**src/rtl/led_pkg.sv**
```systemverilog
`default_nettype none
// ============================================================================
// Module   : led_pkg
// Brief    : Shared rate codes, default half-periods, FSM states and widths
//            for the LED blink scheduler.
// Revision : 1.0
// ============================================================================
package led_pkg;

    localparam int CNT_W = 25;

    localparam logic [1:0] RATE_100 = 2'b00;
    localparam logic [1:0] RATE_50  = 2'b01;
    localparam logic [1:0] RATE_10  = 2'b10;
    localparam logic [1:0] RATE_1   = 2'b11;

    // Half-periods at a 25 MHz clock, 50% duty.
    localparam int unsigned HALF_100_DEF = 125_000;
    localparam int unsigned HALF_50_DEF  = 250_000;
    localparam int unsigned HALF_10_DEF  = 1_250_000;
    localparam int unsigned HALF_1_DEF   = 12_500_000;
    localparam int unsigned GAP_DEF      = 12_500_000;

    typedef enum logic [1:0] {
        ST_IDLE = 2'd0,
        ST_ON   = 2'd1,
        ST_OFF  = 2'd2,
        ST_GAP  = 2'd3
    } state_t;

endpackage
`default_nettype wire

```
**src/rtl/led_blink_scheduler_if.sv**
```systemverilog
`default_nettype none
// ============================================================================
// Module   : led_blink_scheduler_if
// Brief    : Request/field/status bundle between the status sources and the
//            LED blink scheduler.
// Revision : 1.0
// ============================================================================
interface led_blink_scheduler_if;

    logic       i_enable;
    logic       i_req_0;
    logic       i_req_1;
    logic [1:0] i_rate_0;
    logic [1:0] i_rate_1;
    logic [3:0] i_count_0;
    logic [3:0] i_count_1;
    logic [1:0] o_grant;
    logic [1:0] o_done;
    logic       o_busy;
    logic       o_led_drive;

    modport master (
        output i_enable, i_req_0, i_req_1, i_rate_0, i_rate_1, i_count_0, i_count_1,
        input  o_grant, o_done, o_busy, o_led_drive
    );

    modport slave (
        input  i_enable, i_req_0, i_req_1, i_rate_0, i_rate_1, i_count_0, i_count_1,
        output o_grant, o_done, o_busy, o_led_drive
    );

endinterface
`default_nettype wire

```
**src/rtl/led_rr_arbiter.sv**
```systemverilog
`default_nettype none
// ============================================================================
// Module   : led_rr_arbiter
// Brief    : Two-way round-robin arbiter; the pointer names the favoured
//            requester on a tie and moves to the loser on every grant.
// Revision : 1.0
// ============================================================================
module led_rr_arbiter (
    input  wire logic       i_clock,
    input  wire logic       i_reset,
    input  wire logic [1:0] i_req,
    input  wire logic       i_advance,
    output logic [1:0]      o_grant
);

    logic r_ptr;

    always_comb begin
        o_grant = 2'b00;
        case (i_req)
            2'b01:   o_grant = 2'b01;
            2'b10:   o_grant = 2'b10;
            2'b11:   o_grant = r_ptr ? 2'b10 : 2'b01;
            default: o_grant = 2'b00;
        endcase
    end

    always_ff @(posedge i_clock or posedge i_reset) begin
        if (i_reset) begin
            r_ptr <= 1'b0;
        end else if (i_advance) begin
            r_ptr <= o_grant[0];
        end
    end

endmodule
`default_nettype wire

```
**src/rtl/led_blink_scheduler.sv**
```systemverilog
`default_nettype none
// ============================================================================
// Module   : led_blink_scheduler
// Brief    : Shares one LED between two sources: arbitrates, plays an N-blink
//            burst at the latched rate, inserts a dark gap, then acknowledges.
// Revision : 1.0
// ============================================================================
module led_blink_scheduler
    import led_pkg::*;
#(
    parameter int unsigned HALF_100   = HALF_100_DEF,
    parameter int unsigned HALF_50    = HALF_50_DEF,
    parameter int unsigned HALF_10    = HALF_10_DEF,
    parameter int unsigned HALF_1     = HALF_1_DEF,
    parameter int unsigned GAP_CYCLES = GAP_DEF
) (
    input  wire logic               i_clock,
    input  wire logic               i_reset,
    led_blink_scheduler_if.slave    bus
);

    localparam int unsigned     c_cnt_limit = 32'd1 << CNT_W;
    localparam logic [CNT_W-1:0] c_h100_m1  = CNT_W'(HALF_100 - 1);
    localparam logic [CNT_W-1:0] c_h50_m1   = CNT_W'(HALF_50 - 1);
    localparam logic [CNT_W-1:0] c_h10_m1   = CNT_W'(HALF_10 - 1);
    localparam logic [CNT_W-1:0] c_h1_m1    = CNT_W'(HALF_1 - 1);
    localparam logic [CNT_W-1:0] c_gap_m1   = (GAP_CYCLES == 0) ? '0 : CNT_W'(GAP_CYCLES - 1);

    if (HALF_100 == 0 || HALF_100 >= c_cnt_limit || HALF_50 == 0 || HALF_50 >= c_cnt_limit ||
        HALF_10 == 0 || HALF_10 >= c_cnt_limit || HALF_1 == 0 || HALF_1 >= c_cnt_limit ||
        GAP_CYCLES > c_cnt_limit) begin : g_bad_param
        $error("led_blink_scheduler: half-period or gap does not fit the phase counter");
    end

    function automatic logic [CNT_W-1:0] f_half_m1(input logic [1:0] rate);
        case (rate)
            RATE_100: return c_h100_m1;
            RATE_50:  return c_h50_m1;
            RATE_10:  return c_h10_m1;
            default:  return c_h1_m1;
        endcase
    endfunction

    state_t           r_state;
    logic [1:0]       r_grant;
    logic [1:0]       r_done;
    logic [1:0]       r_rate;
    logic             r_led;
    logic [CNT_W-1:0] r_phase;
    logic [3:0]       r_remaining;

    logic [1:0] w_req;
    logic [1:0] w_pick;
    logic [1:0] w_pick_rate;
    logic [3:0] w_pick_count;
    logic       w_advance;
    logic       w_abort;

    assign w_req        = {bus.i_req_1, bus.i_req_0};
    assign w_advance    = (r_state == ST_IDLE) && bus.i_enable && (w_req != 2'b00);
    assign w_pick_rate  = w_pick[1] ? bus.i_rate_1 : bus.i_rate_0;
    assign w_pick_count = w_pick[1] ? bus.i_count_1 : bus.i_count_0;
    // The owner withdrawing its request, or a global disable, cancels the burst.
    assign w_abort      = !bus.i_enable || ((w_req & r_grant) == 2'b00);

    led_rr_arbiter u_arb (
        .i_clock   (i_clock),
        .i_reset   (i_reset),
        .i_req     (w_req),
        .i_advance (w_advance),
        .o_grant   (w_pick)
    );

    always_ff @(posedge i_clock or posedge i_reset) begin
        if (i_reset) begin
            r_state     <= ST_IDLE;
            r_grant     <= 2'b00;
            r_done      <= 2'b00;
            r_rate      <= 2'b00;
            r_led       <= 1'b0;
            r_phase     <= '0;
            r_remaining <= 4'd0;
        end else begin
            r_done <= 2'b00;
            if (r_state == ST_IDLE) begin
                if (w_advance) begin
                    if (w_pick_count == 4'd0) begin
                        r_done <= w_pick;
                    end else begin
                        r_grant     <= w_pick;
                        r_rate      <= w_pick_rate;
                        r_remaining <= w_pick_count;
                        r_phase     <= f_half_m1(w_pick_rate);
                        r_led       <= 1'b1;
                        r_state     <= ST_ON;
                    end
                end
            end else if (w_abort) begin
                r_state <= ST_IDLE;
                r_led   <= 1'b0;
                r_grant <= 2'b00;
            end else if (r_phase != '0) begin
                r_phase <= r_phase - CNT_W'(1);
            end else begin
                case (r_state)
                    ST_ON: begin
                        r_led   <= 1'b0;
                        r_phase <= f_half_m1(r_rate);
                        r_state <= ST_OFF;
                    end
                    ST_OFF: begin
                        r_remaining <= r_remaining - 4'd1;
                        if (r_remaining != 4'd1) begin
                            r_led   <= 1'b1;
                            r_phase <= f_half_m1(r_rate);
                            r_state <= ST_ON;
                        end else if (GAP_CYCLES != 0) begin
                            r_phase <= c_gap_m1;
                            r_state <= ST_GAP;
                        end else begin
                            r_done  <= r_grant;
                            r_grant <= 2'b00;
                            r_state <= ST_IDLE;
                        end
                    end
                    default: begin
                        r_done  <= r_grant;
                        r_grant <= 2'b00;
                        r_state <= ST_IDLE;
                    end
                endcase
            end
        end
    end

    assign bus.o_grant     = r_grant;
    assign bus.o_done      = r_done;
    assign bus.o_busy      = (r_state != ST_IDLE);
    assign bus.o_led_drive = r_led;

endmodule
`default_nettype wire
```
**src/flat_wrapper.sv**
```systemverilog
// flat-port wrapper written by rule: the top's interface ports become plain ports
module led_blink_scheduler_flat import led_pkg::*;
#(
    parameter int unsigned HALF_100   = HALF_100_DEF,
    parameter int unsigned HALF_50    = HALF_50_DEF,
    parameter int unsigned HALF_10    = HALF_10_DEF,
    parameter int unsigned HALF_1     = HALF_1_DEF,
    parameter int unsigned GAP_CYCLES = GAP_DEF
)
  (i_clock, i_reset, bus_i_enable, bus_i_req_0, bus_i_req_1, bus_i_rate_0, bus_i_rate_1, bus_i_count_0, bus_i_count_1, bus_o_grant, bus_o_done, bus_o_busy, bus_o_led_drive);
  led_blink_scheduler_if bus_i ();
  input  wire logic i_clock;
  input  wire logic i_reset;
  input wire logic [$bits(bus_i.i_enable)-1:0] bus_i_enable;
  input wire logic [$bits(bus_i.i_req_0)-1:0] bus_i_req_0;
  input wire logic [$bits(bus_i.i_req_1)-1:0] bus_i_req_1;
  input wire logic [$bits(bus_i.i_rate_0)-1:0] bus_i_rate_0;
  input wire logic [$bits(bus_i.i_rate_1)-1:0] bus_i_rate_1;
  input wire logic [$bits(bus_i.i_count_0)-1:0] bus_i_count_0;
  input wire logic [$bits(bus_i.i_count_1)-1:0] bus_i_count_1;
  output wire logic [$bits(bus_i.o_grant)-1:0] bus_o_grant;
  output wire logic [$bits(bus_i.o_done)-1:0] bus_o_done;
  output wire logic [$bits(bus_i.o_busy)-1:0] bus_o_busy;
  output wire logic [$bits(bus_i.o_led_drive)-1:0] bus_o_led_drive;
  assign bus_i.i_enable = bus_i_enable;
  assign bus_i.i_req_0 = bus_i_req_0;
  assign bus_i.i_req_1 = bus_i_req_1;
  assign bus_i.i_rate_0 = bus_i_rate_0;
  assign bus_i.i_rate_1 = bus_i_rate_1;
  assign bus_i.i_count_0 = bus_i_count_0;
  assign bus_i.i_count_1 = bus_i_count_1;
  assign bus_o_grant = bus_i.o_grant;
  assign bus_o_done = bus_i.o_done;
  assign bus_o_busy = bus_i.o_busy;
  assign bus_o_led_drive = bus_i.o_led_drive;
  led_blink_scheduler #(.HALF_100(HALF_100), .HALF_50(HALF_50), .HALF_10(HALF_10), .HALF_1(HALF_1), .GAP_CYCLES(GAP_CYCLES)) u_core (.i_clock(i_clock), .i_reset(i_reset), .bus(bus_i));
endmodule
```
**config.mk**
```make
export PLATFORM = sky130hd
export DESIGN_NAME = led_blink_scheduler_flat
export DESIGN_NICKNAME = d
export VERILOG_FILES = /design/src/rtl/led_pkg.sv /design/src/rtl/led_blink_scheduler_if.sv /design/src/rtl/led_rr_arbiter.sv /design/src/rtl/led_blink_scheduler.sv /design/src/flat_wrapper.sv
export SDC_FILE = /design/constraint.sdc
export NUM_CORES = 1
export LEC_CHECK = 0
export BUFFER_PORTS_ARGS = -buffer_cell sky130_fd_sc_hd__buf_2
export CAP_MARGIN = 15
export CORE_UTILIZATION = 45
export DETAILED_ROUTE_END_ITERATION = 10
export PLACE_DENSITY = 0.67
export SYNTH_ARGS = -nofsm -noshare
export SYNTH_HDL_FRONTEND = slang
export SYNTH_SLANG_ARGS = --single-unit
```
**constraint.sdc**
```tcl
create_clock -name i_clock -period 3.1 [get_ports i_clock]
set_input_delay 0 -clock i_clock [delete_from_list [all_inputs] [get_ports i_clock]]
set_output_delay 0 -clock i_clock [all_outputs]
set_load 0.02 [all_outputs]
```
==> flow_summary.ini <==
[pwr]
p_total_mw = 2.51
ir_drop_uv = 404
internal-power_mw = 1.42
p_leak_nw = 1.39
pwr-share-clk_pct = 17.8
pwr-share-seq_pct = 36.3
p_sw_share_pct = 43.4
power.switching_mw = 1.09
combinationalPowerShare_pct = 45.9
power_density_nw_per_um2 = 806

[sta]
fin_crit_sh_pct = 94.7
setup_viol = 0
setup_tns_ps = 0
fin_crit_ps = 2930
tightest_slew_ps = 760
hold_viol = 0
rsz0062_at_grt = false
max_freq_mhz = 341
timing.final.ws_setup_ps = 165
timing.slew.headroom_pct = 49.3
drv_slew = 0
finClkSkew_ps = 5.92

[status]
status = complete, no violations

[cts]
clk_pin_slew_worst_paths_ps = 80
cts_setup_buffers = 0
cts_max_path_buffers = 2
clock_sinks = 39
cts_tree = yes
htreeDepth = 2
cts_root_buffer = clkbuf_8
cts_made_buffers = 5
clkLatencyLatePin_ps = 300

[detailed_routing]
first_pass_iters = 5
wl_per_cell_um = 16.2
drc = 0
vias_per_cell = 5.87
wl_um = 6820
vias = 2465
drt_iter0_drc = 168
drtAntennaViolNets = 0

[synthesis]
async_reset_ff_share_pct = 100
ys_types = 52
ys_seq_area_share_pct = 36.2
syn_inst = 313
synth_area_sq_um = 2700
ys_ff_latch = 39
syn_area_per_cell_sq_um = 8.61
synth_top_area_share_pct = 36.2
syn_nets = 347
synth_edf_count = 0
synth_ff_type = dfrtp_1
synth_most_common_cell = dfrtp_1
yosys-top-cells-area = dfrtp_1 (36%), ha_1 (7.9%), nor2_1 (4.3%)
synth_top_area_cell = dfrtp_1
yosysWarnings = 0
synth_commonest_cells = dfrtp_1 (39), nor2_1 (31), nand2_1 (30)

[setup_path]
criticalPathCategory = reg2reg
endpoint_kind = flop
critPathRequiredTime_ps = 3280
crit_fanout = 7
rr_worst_depth = 8
cp_slowest_cell = or4b_2
cp-start-kind = flop
path_cells = inv_1 -> ha_1 -> or4b_2 -> or3_4 -> or3_1 -> o21ai_1 -> a21oi_1 -> o32a_1
critPathMaxStageDelay_ps = 620
arrival_ps = 3120

[cells_and_area]
diodes = 0
drive_gt1_share_pct = 16.1
fill_cells = 507
seqCellArea_sq_um = 976
fin_area_sq_um = 3120
final_nets = 381
multi_input_area_sq_um = 1600
area_growth_pct = 15.6
final_core_util_pct = 55.3

[hold_path]
whs_path_depth = 3
hold_class = in2reg

[floorplan]
start_util_pct = 47.8
rows = 27
io_pins = 23
die_w_um = 79.4
coreArea_sq_um = 5640
die_area_sq_um = 6310
die_y_um = 79.4

[global_routing]
grt_max_degree = 26
grt_pass1_vias = 2384
grt_overflow = 0
grt_usage_pct = 24.7
antenna_found_initial = 0
grt_pass1_wl_um = 11900

[placed_design]
io_buffer_count = 22
pre_cts_slack_ps = 72.4
gp_congestion = 0.871
dpl_cell_area_sq_um = 2970
dpl.hpwl_um = 5070

[job]
maxCapViolations = 0
layer usage:
metal / track usage (%) / vias up / share of wire (%)
met2: 35.6 / 63 / 44
met1: 36.6 / 1173 / 50
met4: 8.18 / 0 / 1.4
met3: 5.14 / 9 / 4.4
met5: 0 / - / 0
li1: - / 1220 / -
worst max-delay path: cells and delay by family, from the launching register on:
kind,cells,cell delay (ps)
DFF,1,420
AOI/OAI and AO/OA,3,640
and+or+nand+nor,3,1500
adders and majority gates,1,190
buffers and inverters,1,70
what timing repair did:
item / CTS / global route
gates resized for setup: 0 / 3
hold buffers: 2 / 0
hold endpoints to repair: 20 / 0
setup endpoints to repair: 0 / 14
through the flow:
stage          hold WS [ps]  std cells
2_1_floorplan           152        313
3_3_place_gp            181        410
3_5_place_dp            178        410
4_1_cts                15.0        420
5_1_grt                44.7        420
6_report               19.5        420
kinds of logic (layout without fill, tap and decap cells):
| logic type | after synthesis | in the layout | synth area share (%) |
|---|---|---|---|
| and+or+nand+nor | 116 | 116 | 21.0 |
| AOI/OAI and AO/OA | 98 | 98 | 25.5 |
| DFF | 39 | 39 | 36.2 |
| buffers and inverters | 30 | 65 | 4.92 |
| adders and majority gates | 17 | 17 | 7.89 |
| muxes | 7 | 7 | 2.60 |
| xor gates and xnor gates | 6 | 6 | 1.95 |
sequential cells by signal, indices dropped and copies added, names as in the netlist:
signal and cells:
u_core.r_phase 25, u_core.r_remaining 4, u_core.bus.o_done 2, u_core.bus.o_grant 2, u_core.r_rate 2, u_core.r_state 2
u_core.bus.o_led_drive 1, u_core.u_arb.r_ptr 1
layout by cell type, fill, tap and decap left out, types with 3 or more instances in the layout:
master	count
and2_1	3
o21a_1	3
mux2i_1	7
or3_1	5
o31ai_1	5
clkbuf_8	6
o21ai_0	19
inv_1	16
or4_1	5
a21o_1	3
and3_1	3
a22o_1	5
o22a_1	5
nand3_1	7
nand2_1	30
buf_4	16
a21oi_1	21
nor2_1	31
a41oi_1	3
nor3_1	16
ha_1	17
nand2b_1	3
o211ai_1	3
a31oi_1	7
o2bb2ai_1	3
buf_2	22
xnor2_1	5
nor4_1	4
a311oi_1	3
dfrtp_1	39
worst paths after layout:
check | from | to | slack, ps
worst max-delay path | u_core.r_phase[0] | u_core.r_phase[17] | 170
worst min-delay path | bus_i_count_0[3] | u_core.bus.o_done[0] | 20
worst max register to register | u_core.r_phase[0] | u_core.r_phase[17] | 170
worst min register to register | u_core.r_phase[15] | u_core.r_phase[15] | 500
max in group asynchronous | i_reset | u_core.r_phase[23] | 1960
min in group asynchronous | i_reset | u_core.bus.o_done[1] | 370
power groups by stage:
stage,clock (mW),sequential [mW],combinational (mW)
after detailed placement,0,0.911,1.14
after CTS,0.460,0.905,1.14
after floorplan,0,0.878,0.833
final,0.446,0.912,1.15
after global routing,0.488,0.947,1.30
after global placement,0,0.907,1.12
cell type report:
| type | count | share of cell area [%] |
|---|---|---|
| repair buffers | 41 | 8.67 |
| clock buffers | 6 | 2.65 |
| clock inverters | 2 | 1.12 |
| well taps | 72 | 2.89 |
| flip-flops and latches | 39 | 31.3 |
| multi-input cells | 244 | 51.4 |
| inverters | 16 | 1.93 |
Note: power is estimated with default switching activity, not from simulation.
